File: config.mk
export PLATFORM = sky130hd
export DESIGN_NAME = sfft_stream_decoder
export DESIGN_NICKNAME = d
export VERILOG_FILES = /design/src/rtl/sfft_stream_decoder.sv
export SDC_FILE = /design/constraint.sdc
export NUM_CORES = 1
export LEC_CHECK = 0
export BUFFER_PORTS_ARGS = -buffer_cell sky130_fd_sc_hd__buf_4
export CORE_MARGIN = 5
export CORE_UTILIZATION = 35
export DETAILED_ROUTE_END_ITERATION = 8
export HOLD_SLACK_MARGIN = 0.06
export PLACE_DENSITY = 0.62
export SYNTH_ARGS = -nofsm -noshare
export SYNTH_HDL_FRONTEND = slang
export SYNTH_SLANG_ARGS = --single-unit
File: constraint.sdc
create_clock -name iClk -period 3.2 [get_ports iClk]
set_clock_uncertainty 0.2 [all_clocks]
set_input_delay 0 -clock iClk [delete_from_list [all_inputs] [get_ports iClk]]
set_output_delay 0 -clock iClk [all_outputs]
set_load 0.005 [all_outputs]
File: src/rtl/sfft_stream_decoder.sv
// sfft_stream_decoder
//   Turns the stochastic bitstreams at the FFT butterfly outputs back into
//   binary. Over a window of 2^BITWIDTH qualified cycles it counts ones on
//   every real and imaginary lane. It then latches each count as a unipolar
//   count or a bipolar value (2*ones - 2^BITWIDTH) and holds the result under
//   a valid/ack handshake.
//
// Ports
//   iClk, iRst     clock (rising edge), asynchronous active-high reset
//   iStart         begin a window (in IDLE, or in DONE together with iAck)
//   iEn            sample qualifier; lane bits count only when high
//   iClr           synchronous abort to IDLE; clears counters and outputs
//   iAck           consumer acknowledges the held result
//   iReal, iImg    NUMINPUTS real / imaginary bitstreams
//   oReal, oImg    lane k at [k*W +: W], W = BITWIDTH+2
//   oValid         result held (DONE)
//   oBusy          window in progress (ACCUM)
module sfft_stream_decoder #(
    parameter int BITWIDTH  = 8,
    parameter int NUMINPUTS = 2,
    parameter int BIPOLAR   = 1
) (
    input  logic                              iClk,
    input  logic                              iRst,
    input  logic                              iStart,
    input  logic                              iEn,
    input  logic                              iClr,
    input  logic                              iAck,
    input  logic [NUMINPUTS-1:0]              iReal,
    input  logic [NUMINPUTS-1:0]              iImg,
    output logic [NUMINPUTS*(BITWIDTH+2)-1:0] oReal,
    output logic [NUMINPUTS*(BITWIDTH+2)-1:0] oImg,
    output logic                              oValid,
    output logic                              oBusy
);
    localparam int W  = BITWIDTH + 2;
    localparam int CW = BITWIDTH + 1;
    // Sample count of the last bit in a window (2^BITWIDTH - 1 already seen).
    localparam logic [CW-1:0] LAST = {1'b0, {BITWIDTH{1'b1}}};

    typedef enum logic [1:0] {S_IDLE, S_ACCUM, S_DONE} state_t;

    state_t                         state_q, state_d;
    logic [NUMINPUTS-1:0][CW-1:0]   re_cnt_q, re_cnt_d;
    logic [NUMINPUTS-1:0][CW-1:0]   im_cnt_q, im_cnt_d;
    logic [CW-1:0]                  smp_q, smp_d;
    logic [NUMINPUTS*W-1:0]         real_q, real_d;
    logic [NUMINPUTS*W-1:0]         img_q, img_d;

    // 2*ones fits unsigned in W bits; subtracting 2^BITWIDTH leaves a W-bit
    // two's complement value in -2^BITWIDTH..+2^BITWIDTH.
    function automatic logic [W-1:0] conv(input logic [CW-1:0] ones);
        if (BIPOLAR != 0) conv = {ones, 1'b0} - (W'(1) << BITWIDTH);
        else              conv = {1'b0, ones};
    endfunction

    always_comb begin
        state_d  = state_q;
        re_cnt_d = re_cnt_q;
        im_cnt_d = im_cnt_q;
        smp_d    = smp_q;
        real_d   = real_q;
        img_d    = img_q;
        if (iClr) begin
            state_d  = S_IDLE;
            re_cnt_d = '0;
            im_cnt_d = '0;
            smp_d    = '0;
            real_d   = '0;
            img_d    = '0;
        end else begin
            case (state_q)
                S_IDLE: if (iStart) state_d = S_ACCUM;
                S_ACCUM: if (iEn) begin
                    for (int k = 0; k < NUMINPUTS; k++) begin
                        re_cnt_d[k] = re_cnt_q[k] + CW'(iReal[k]);
                        im_cnt_d[k] = im_cnt_q[k] + CW'(iImg[k]);
                    end
                    smp_d = smp_q + 1'b1;
                    if (smp_q == LAST) begin
                        // Final sample is already folded into *_cnt_d.
                        for (int k = 0; k < NUMINPUTS; k++) begin
                            real_d[k*W +: W] = conv(re_cnt_d[k]);
                            img_d[k*W +: W]  = conv(im_cnt_d[k]);
                        end
                        // Counters are left at zero so the next window
                        // (including a back-to-back restart) starts clean.
                        re_cnt_d = '0;
                        im_cnt_d = '0;
                        smp_d    = '0;
                        state_d  = S_DONE;
                    end
                end
                S_DONE: if (iAck) state_d = iStart ? S_ACCUM : S_IDLE;
                default: state_d = S_IDLE;
            endcase
        end
    end

    always_ff @(posedge iClk or posedge iRst) begin
        if (iRst) begin
            state_q  <= S_IDLE;
            re_cnt_q <= '0;
            im_cnt_q <= '0;
            smp_q    <= '0;
            real_q   <= '0;
            img_q    <= '0;
        end else begin
            state_q  <= state_d;
            re_cnt_q <= re_cnt_d;
            im_cnt_q <= im_cnt_d;
            smp_q    <= smp_d;
            real_q   <= real_d;
            img_q    <= img_d;
        end
    end

    // All outputs decode straight from registers.
    assign oReal  = real_q;
    assign oImg   = img_q;
    assign oValid = (state_q == S_DONE);
    assign oBusy  = (state_q == S_ACCUM);
endmodule

## Word level (Yosys, flattened, before mapping)

Cells that the tools add are included.

| operators by class | value |
|---|---|
| $add $sub $neg | 9 |
| eq/ne operators | 7 |
| multiplexer cells | 27 |
| reductions and logical operators | 7 |

Operators with widths:

| cell | number |
|---|---|
| $mux W20 | 8 |
| $mux W18 | 8 |
| $sub A10 B9 Y10 const B | 4 |
| $add A9 B1 Y9 | 4 |
| $mux W9 | 4 |
| $mux W2 | 5 |
| $add A9 B1 Y9 const B | 1 |
| $eq A9 B8 Y1 const B | 1 |
| $ne A3 B3 Y1 const B | 3 |
| $pmux W2 S3 | 1 |
| $reduce_bool A2 Y1 | 3 |
| $reduce_and A4 Y1 | 1 |
| $ne A3 B2 Y1 const B | 1 |
| $reduce_and A3 Y1 | 1 |
| $eq A2 B1 Y1 const B | 1 |
| $eq A2 B2 Y1 const B | 1 |
| $logic_not A2 Y1 | 1 |
| $reduce_and A2 Y1 | 1 |
| $mux W1 | 1 |

| word-level totals | value |
|---|---|
| flip-flop bits (word level) | 87 |
| input bits | 10 |
| output and inout port bits | 42 |

## Depth between registers and ports, before layout

Gate-level depths: netlist of the first run.

| logic depth | value |
|---|---|
| depth in word-level cells | 6 |
| depth in mapped cells | 7 |
| depth with buffers taken out | 6 |

## Least setup slack after synthesis of the first run

OpenSTA, ideal clock, no wires.

| timing | value |
|---|---|
| path kind | register to register |
| start point | reg smp_q[0] |
| end point | reg img_q[16], in the netlist oImg[16] |
| library setup time | 136 ps |
| data arrival time | 1761 ps |
| setup slack | 1103 ps |
| stages on the path, launching flop included | 8 |
| path buffers | 2 |
| clock period less this slack | 2097 ps |
| cell sequence | dfrtp_1 > ha_1 > nand4b_2 > or4_1 > buf_2 > buf_6 > nor3_2 > nor3_1 |

| between the ends | value |
|---|---|
| cells in the longest elaborated chain, start to end | 3 |

RTL lines:

| item | RTL line | text |
|---|---|---|
| start: declaration | 46 | `logic [CW-1:0] smp_q, smp_d;` |
| start signal: assignment | 112 | `smp_q <= smp_d;` |
| $eq A9 B8 Y1 | 80 | `if (smp_q == LAST) begin` |
| $reduce_bool A2 Y1 (no line) | n/a |  |
| $reduce_and A3 Y1 (no line) | n/a |  |
| end signal: assignment | 114 | `img_q <= img_d;` |
| end: declaration | 48 | `logic [NUMINPUTS*W-1:0] img_q, img_d;` |

No other way between the ends.
A chain may end at the register's enable or synchronous reset.

## Final worst setup path of the first run

| timing | value |
|---|---|
| start point | reg smp_q[0] |
| end point | reg state_q[1] |

| between the ends | value |
|---|---|
| cells in the longest elaborated chain, start to end | 3 |

RTL lines:

| item | RTL line | text |
|---|---|---|
| $eq A9 B8 Y1 | 80 |  |
| $ne A3 B2 Y1 (no line) | n/a |  |
| $reduce_and A4 Y1 (no line) | n/a |  |
| end signal: assignment | 109 | `state_q <= state_d;` |
| end: declaration | 43 | `state_t state_q, state_d;` |

No other way between the ends.

==> impl_metrics.ini, run 1 <==
[sta]
final_hold_viol_count = 0
max-slew-margin-rel_pct = 45.5
worst_pin_slew_ps = 817
max_freq_ghz = 0.342
whs_ps = 139
fin_crit_ps = 2920
tns_ps = 0
finalMaxSlewViolations = 0
final-setup-viol-count = 0
fin_crit_sh_pct = 91.3
rsz0062_at_grt = false

[final_layout]
layout-drive-gt1-share_pct = 16.0
antenna_cells = 0
area_delta_synth_final_pct = 21.4
layout.nets = 552
nFillCells = 1239

[drt]
drt_iter0_markers = 251
first_pass_iters = 5
drc_errors = 0
viasPerCell = 5.37
routed_wl_mm = 11.3
ant_nets = 0
via_count = 3814
wl_per_cell_um = 16.0

[synth]
netlist_instances = 483
synth_top_area_share_pct = 46.9
synthTopCellsByCount = dfrtp_1, nand2_1, a21oi_1, nor2_1, nor3_1
syn_area_per_cell_sq_um = 9.17
synthFlopType = dfrtp_1
ys_ff_latch = 83
netlist_top_cells_area = dfrtp_1, a21oi_1, nand2_1
ys_types = 57
synth_top_area_cell = dfrtp_1
ys.warnings.count = 0
synth_area_sq_mm = 0.00443
ys_async_sr_fraction_pct = 100
synth_edf_count = 0
synth.most_common_cell = dfrtp_1
ys_seq_area_share_pct = 46.9

[job]
drv_cap = 0

[floorplan]
die_w_um = 123
rows = 41
start_util_pct = 35.4
dieArea_sq_mm = 0.0150
die_h_um = 123
core_sq_mm = 0.0125
ioPinCount = 52

[global_route]
grt_pass1_wl_mm = 18.8
gr-max-usage-layer = met2
antenna_found_initial = 0
grt_pass1_vias = 3756
globalRouteMet3Util_pct = 3.23
use_met2_pct = 25.0
grt_max_degree = 69
grt_overflow_total = 0
grtUsageTotal_pct = 15.9
use_met1_pct = 21.2

[clocking]
cts_setup_buffers = 0
postCtsHoldBufs = 11
htreeDepth = 3
insertion_delay_ps = 350
clk_pin_slew_ps = 60
cts_tree = built
clock-sinks = 83
cts_root_buffer = clkbuf_16
cts_buffers = 9
clockBufferDepth = 2
cts-resized-gates = 0

[worst_setup_path]
worstPathRequired_ps = 3280
critPathMaxFanout = 8
critPathLaunchType = flop
worstSetupPathType = flop to flop
worstSetupEndpointType = flop
cp_data_arrival_time_ps = 3000

[placement]
hpwl_mm = 7.50
port_buffers = 47
gp_congestion = 0.779

[pwr]
vdd_drop_max_mv = 0.178
power_leakage_nw = 2.29
p_per_area_mw_per_mm2 = 424

[worst_hold_path]
hold_class = primary input to asynchronous set/reset pin

[run_status]
status = completed
-- metal layers --
| layer | wire (um) | part of all wire, % | up-vias |
|---|---|---|---|
| li1 | - | - | 1853 |
| met1 | 5240 | 46 | 1843 |
| met2 | 5270 | 46 | 102 |
| met3 | 572 | 5.0 | 16 |
| met4 | 247 | 2.2 | 0 |
| met5 | 0 | 0 | - |
-- sequential cells by signal, indices dropped and copies added, names as in the netlist --
name and flops:
oReal 18, smp_q 9, oImg 18, re_cnt_q 18, state_q 2, im_cnt_q 18
-- worst max-delay path: stages (launching register included) --
cell           delay (ps)
dfrtp_1               410
ha_1                  280
nand4b_2              210
or4_1                 770
buf_4                 270
a21oi_1               130
dlygate4sd3_1         580
-- power breakdown --
group          total [mW]  switching (mW)  internal [mW]  leakage (nW)
registers            1.06         0.00508           1.05          1.16
logic               0.109          0.0734         0.0354         0.977
clock network        1.11           0.436          0.678         0.156
-- through the flow --
step	total power [mW]	utilization, %	setup slack, ps	instances	cell area [sq um]
final	2.28	43.0	277	710	5380
after global routing	2.35	43.0	172	710	5380
after CTS	2.31	43.0	334	710	5380
after detailed placement	1.18	39.6	596	683	4960
after global placement	1.18	39.6	627	683	4960
after floorplan	1.14	-	863	486	4440
-- layout by cell type, fill, tap and decap left out, types with 8 or more instances in the layout --
cell type	n
inv_1	13
nand2_1	50
a22o_1	11
nor2_1	35
o21ai_0	22
clkbuf_16	9
nor3_1	26
buf_4	56
nand3_1	25
a211oi_1	15
ha_1	9
xnor2_1	8
dfrtp_1	83
a21oi_1	38
dlygate4sd3_1	11
-- worst paths after layout --
kind | from | cells after the start | to | slack [ps]
max | smp_q[0] | 6 | state_q[1] | 280
min | iRst | 3 | oReal[5] | 140
max reg2reg | smp_q[0] | 6 | state_q[1] | 280
min reg2reg | im_cnt_q[9] | 1 | im_cnt_q[9] | 310
max in group asynchronous | iRst | 4 | oImg[7] | 1980
min in group iClk | im_cnt_q[9] | 1 | im_cnt_q[9] | 310
-- cell families after synthesis --
kind of cell / after synthesis / share of synthesized area [%]
buf+inv: 46 / 4.66
simple gates: 200 / 23.4
xor+xnor: 15 / 2.97
fa+ha+maj: 9 / 2.54
compound gates: 128 / 19.2
flops: 83 / 46.9
other cells: 1 / 0.0846
mux: 1 / 0.254
-- layout make-up --
class | count | area, sq um | area share (%)
Inverter | 14 | 53.8 | 1.00
Clock inverter | 6 | 80.1 | 1.49
Multi-Input combinational cell | 357 | 2170 | 40.4
Timing Repair Buffer | 68 | 551 | 10.2
Clock buffer | 10 | 229 | 4.26
Tap cell | 172 | 215 | 4.00
Sequential cell | 83 | 2080 | 38.6
No activity file was read; power rests on OpenSTA's default activity.
==> run 2, diff against run 1 <==
CORE_MARGIN = not set   (was 5)
CORE_UTILIZATION = 40   (was 35)
CTS_CLUSTER_DIAMETER = 150   (was not set)
PLACE_DENSITY = 0.68   (was 0.62)
==> run 2 against run 1 <==
Sequential share of layout area up 1.4 points. Sequential power about the same. Setup slack better by 110 ps. Largest power group is now sequential cells.
==> impl_metrics.ini, run 2 (same netlist as run 1, synthesis figures left out) <==
[run_status]
status = completed

[final_layout]
post-route-util_pct = 48.1
layout-drive-gt1-share_pct = 15.6
nFillCells = 1007
regArea_sq_mm = 0.00208
final_common_cell = dfrtp_1
layout.nets = 551
multi_input_area_sq_mm = 0.00217
area_delta_synth_final_pct = 17.3
final_cell_mix = dfrtp_1, buf_4, nand2_1
antenna_cells = 0

[global_route]
grt_pass1_vias = 3601
grt_max_degree = 58
grtUsageTotal_pct = 19.6
antenna_found_initial = 0
grt_pass1_wl_mm = 17.5
grt_overflow_total = 0

[worst_setup_path]
cp_data_arrival_time_ps = 2910
critPathBufInv = 1
reg2reg_slack_ps = 390
crit_path_cell_trace = ha_1 > nand4b_2 > or4_1 > a21oi_1 > dlygate4sd3_1
critPathLaunchType = flop
cp_top_family = simple AND/OR/NAND/NOR gates
critical_path.max_stage_delay_ps = 860
slowest_stage = or4_1
worstPathRequired_ps = 3300
rr_endpoint = state_q[1]
r2r-start = smp_q[1]
critPathMaxFanout = 15
cp.depth = 5
worstRegToRegCells = 5
worstSetupEndpointType = flop
worstSetupPathType = flop to flop

[clocking]
clockBufferDepth = 2
cts_setup_buffers = 0
insertion_delay_ps = 370
clock-sinks = 83
cts_root_buffer = clkbuf_8
cts_buffers = 9
clk_pin_slew_ps = 90
htreeDepth = 3
cts_tree = built

[drt]
first_pass_iters = 4
routed_wl_mm = 10.5
via_count = 3746
viasPerCell = 5.53
wl_per_cell_um = 15.5
ant_nets = 0
drt_iter0_markers = 207
drc_errors = 0

[sta]
max-slew-margin-rel_pct = 47.0
finalMaxSlewViolations = 0
whs_ps = 99.5
tns_ps = 0
fin_crit_sh_pct = 87.9
fin_crit_ps = 2810
final_hold_viol_count = 0
worst_pin_slew_ps = 793
worst_slack_ps = 388
rsz0062_at_grt = false
final-setup-viol-count = 0
max_freq_ghz = 0.356

[worst_hold_path]
hold_class = primary input to asynchronous set/reset pin

[floorplan]
die_w_um = 107
die_h_um = 107
dieArea_sq_mm = 0.0115
ioPinCount = 52
rows = 38
start_util_pct = 41.1
core_sq_mm = 0.0108

[placement]
port_buffers = 47
place_ws_ps = 570
gp_congestion = 0.795
hpwl_mm = 6.95

[pwr]
vdd_drop_max_mv = 0.158
power_leakage_nw = 2.21
p_per_area_mw_per_mm2 = 363

[job]
drv_cap = 0
run 2: tightest hold or removal path: cells and delay by family:
kind,cells,cell delay [ps]
buffers and inverters,3,1160
run 2: how the worst max path moves through the flow:
stage	from	to	slack (ps)
floorplan	iRst	im_cnt_q[0]	860
global placement	smp_q[0]	oReal[7]	620
detailed placement	smp_q[0]	oImg[19]	570
CTS	smp_q[0]	state_q[1]	420
global route	smp_q[0]	state_q[1]	270
finish	smp_q[1]	state_q[1]	390
run 2: timing repair:
action | 4_1_cts | 5_1_grt
resized for setup | 0 | 0
setup endpoints to repair | 0 | 0
hold buffers | 11 | 0
hold endpoints to repair | 89 | 0
run 2: final cells by class:
cell class                      instances  share of cell area, %
Clock buffer                           12                   2.99
Timing Repair Buffer                   67                   10.5
Inverter                               14                   1.04
Clock inverter                          4                  0.482
Tap cell                              140                   3.37
Multi-Input combinational cell        357                   41.7
Sequential cell                        83                   40.0
run 2: routing by layer:
metal,share of wire (%),vias to the layer above,GRT usage [%],routed length [um]
met5,0,-,0,0
met4,1.5,0,7.44,159
met3,3.7,12,2.92,391
met2,47,71,31.8,4980
met1,47,1816,26.4,4990
li1,-,1847,-,-
run 2: metrics by stage:
| stage | std cells | power, mW | instance area (sq um) |
|---|---|---|---|
| 2_1_floorplan | 486 | 1.14 | 4440 |
| 3_5_place_dp | 650 | 1.18 | 4910 |
| 5_1_grt | 677 | 1.95 | 5200 |
| 3_3_place_gp | 650 | 1.18 | 4910 |
| 4_1_cts | 677 | 1.90 | 5200 |
| 6_report | 677 | 1.88 | 5200 |
run 2: power by group:
part | switching (mW) | total (mW) | leakage, nW | internal, mW
combinational | 0.0739 | 0.109 | 0.969 | 0.0353
sequential | 0.00496 | 1.06 | 1.16 | 1.05
clock | 0.395 | 0.717 | 0.0884 | 0.322
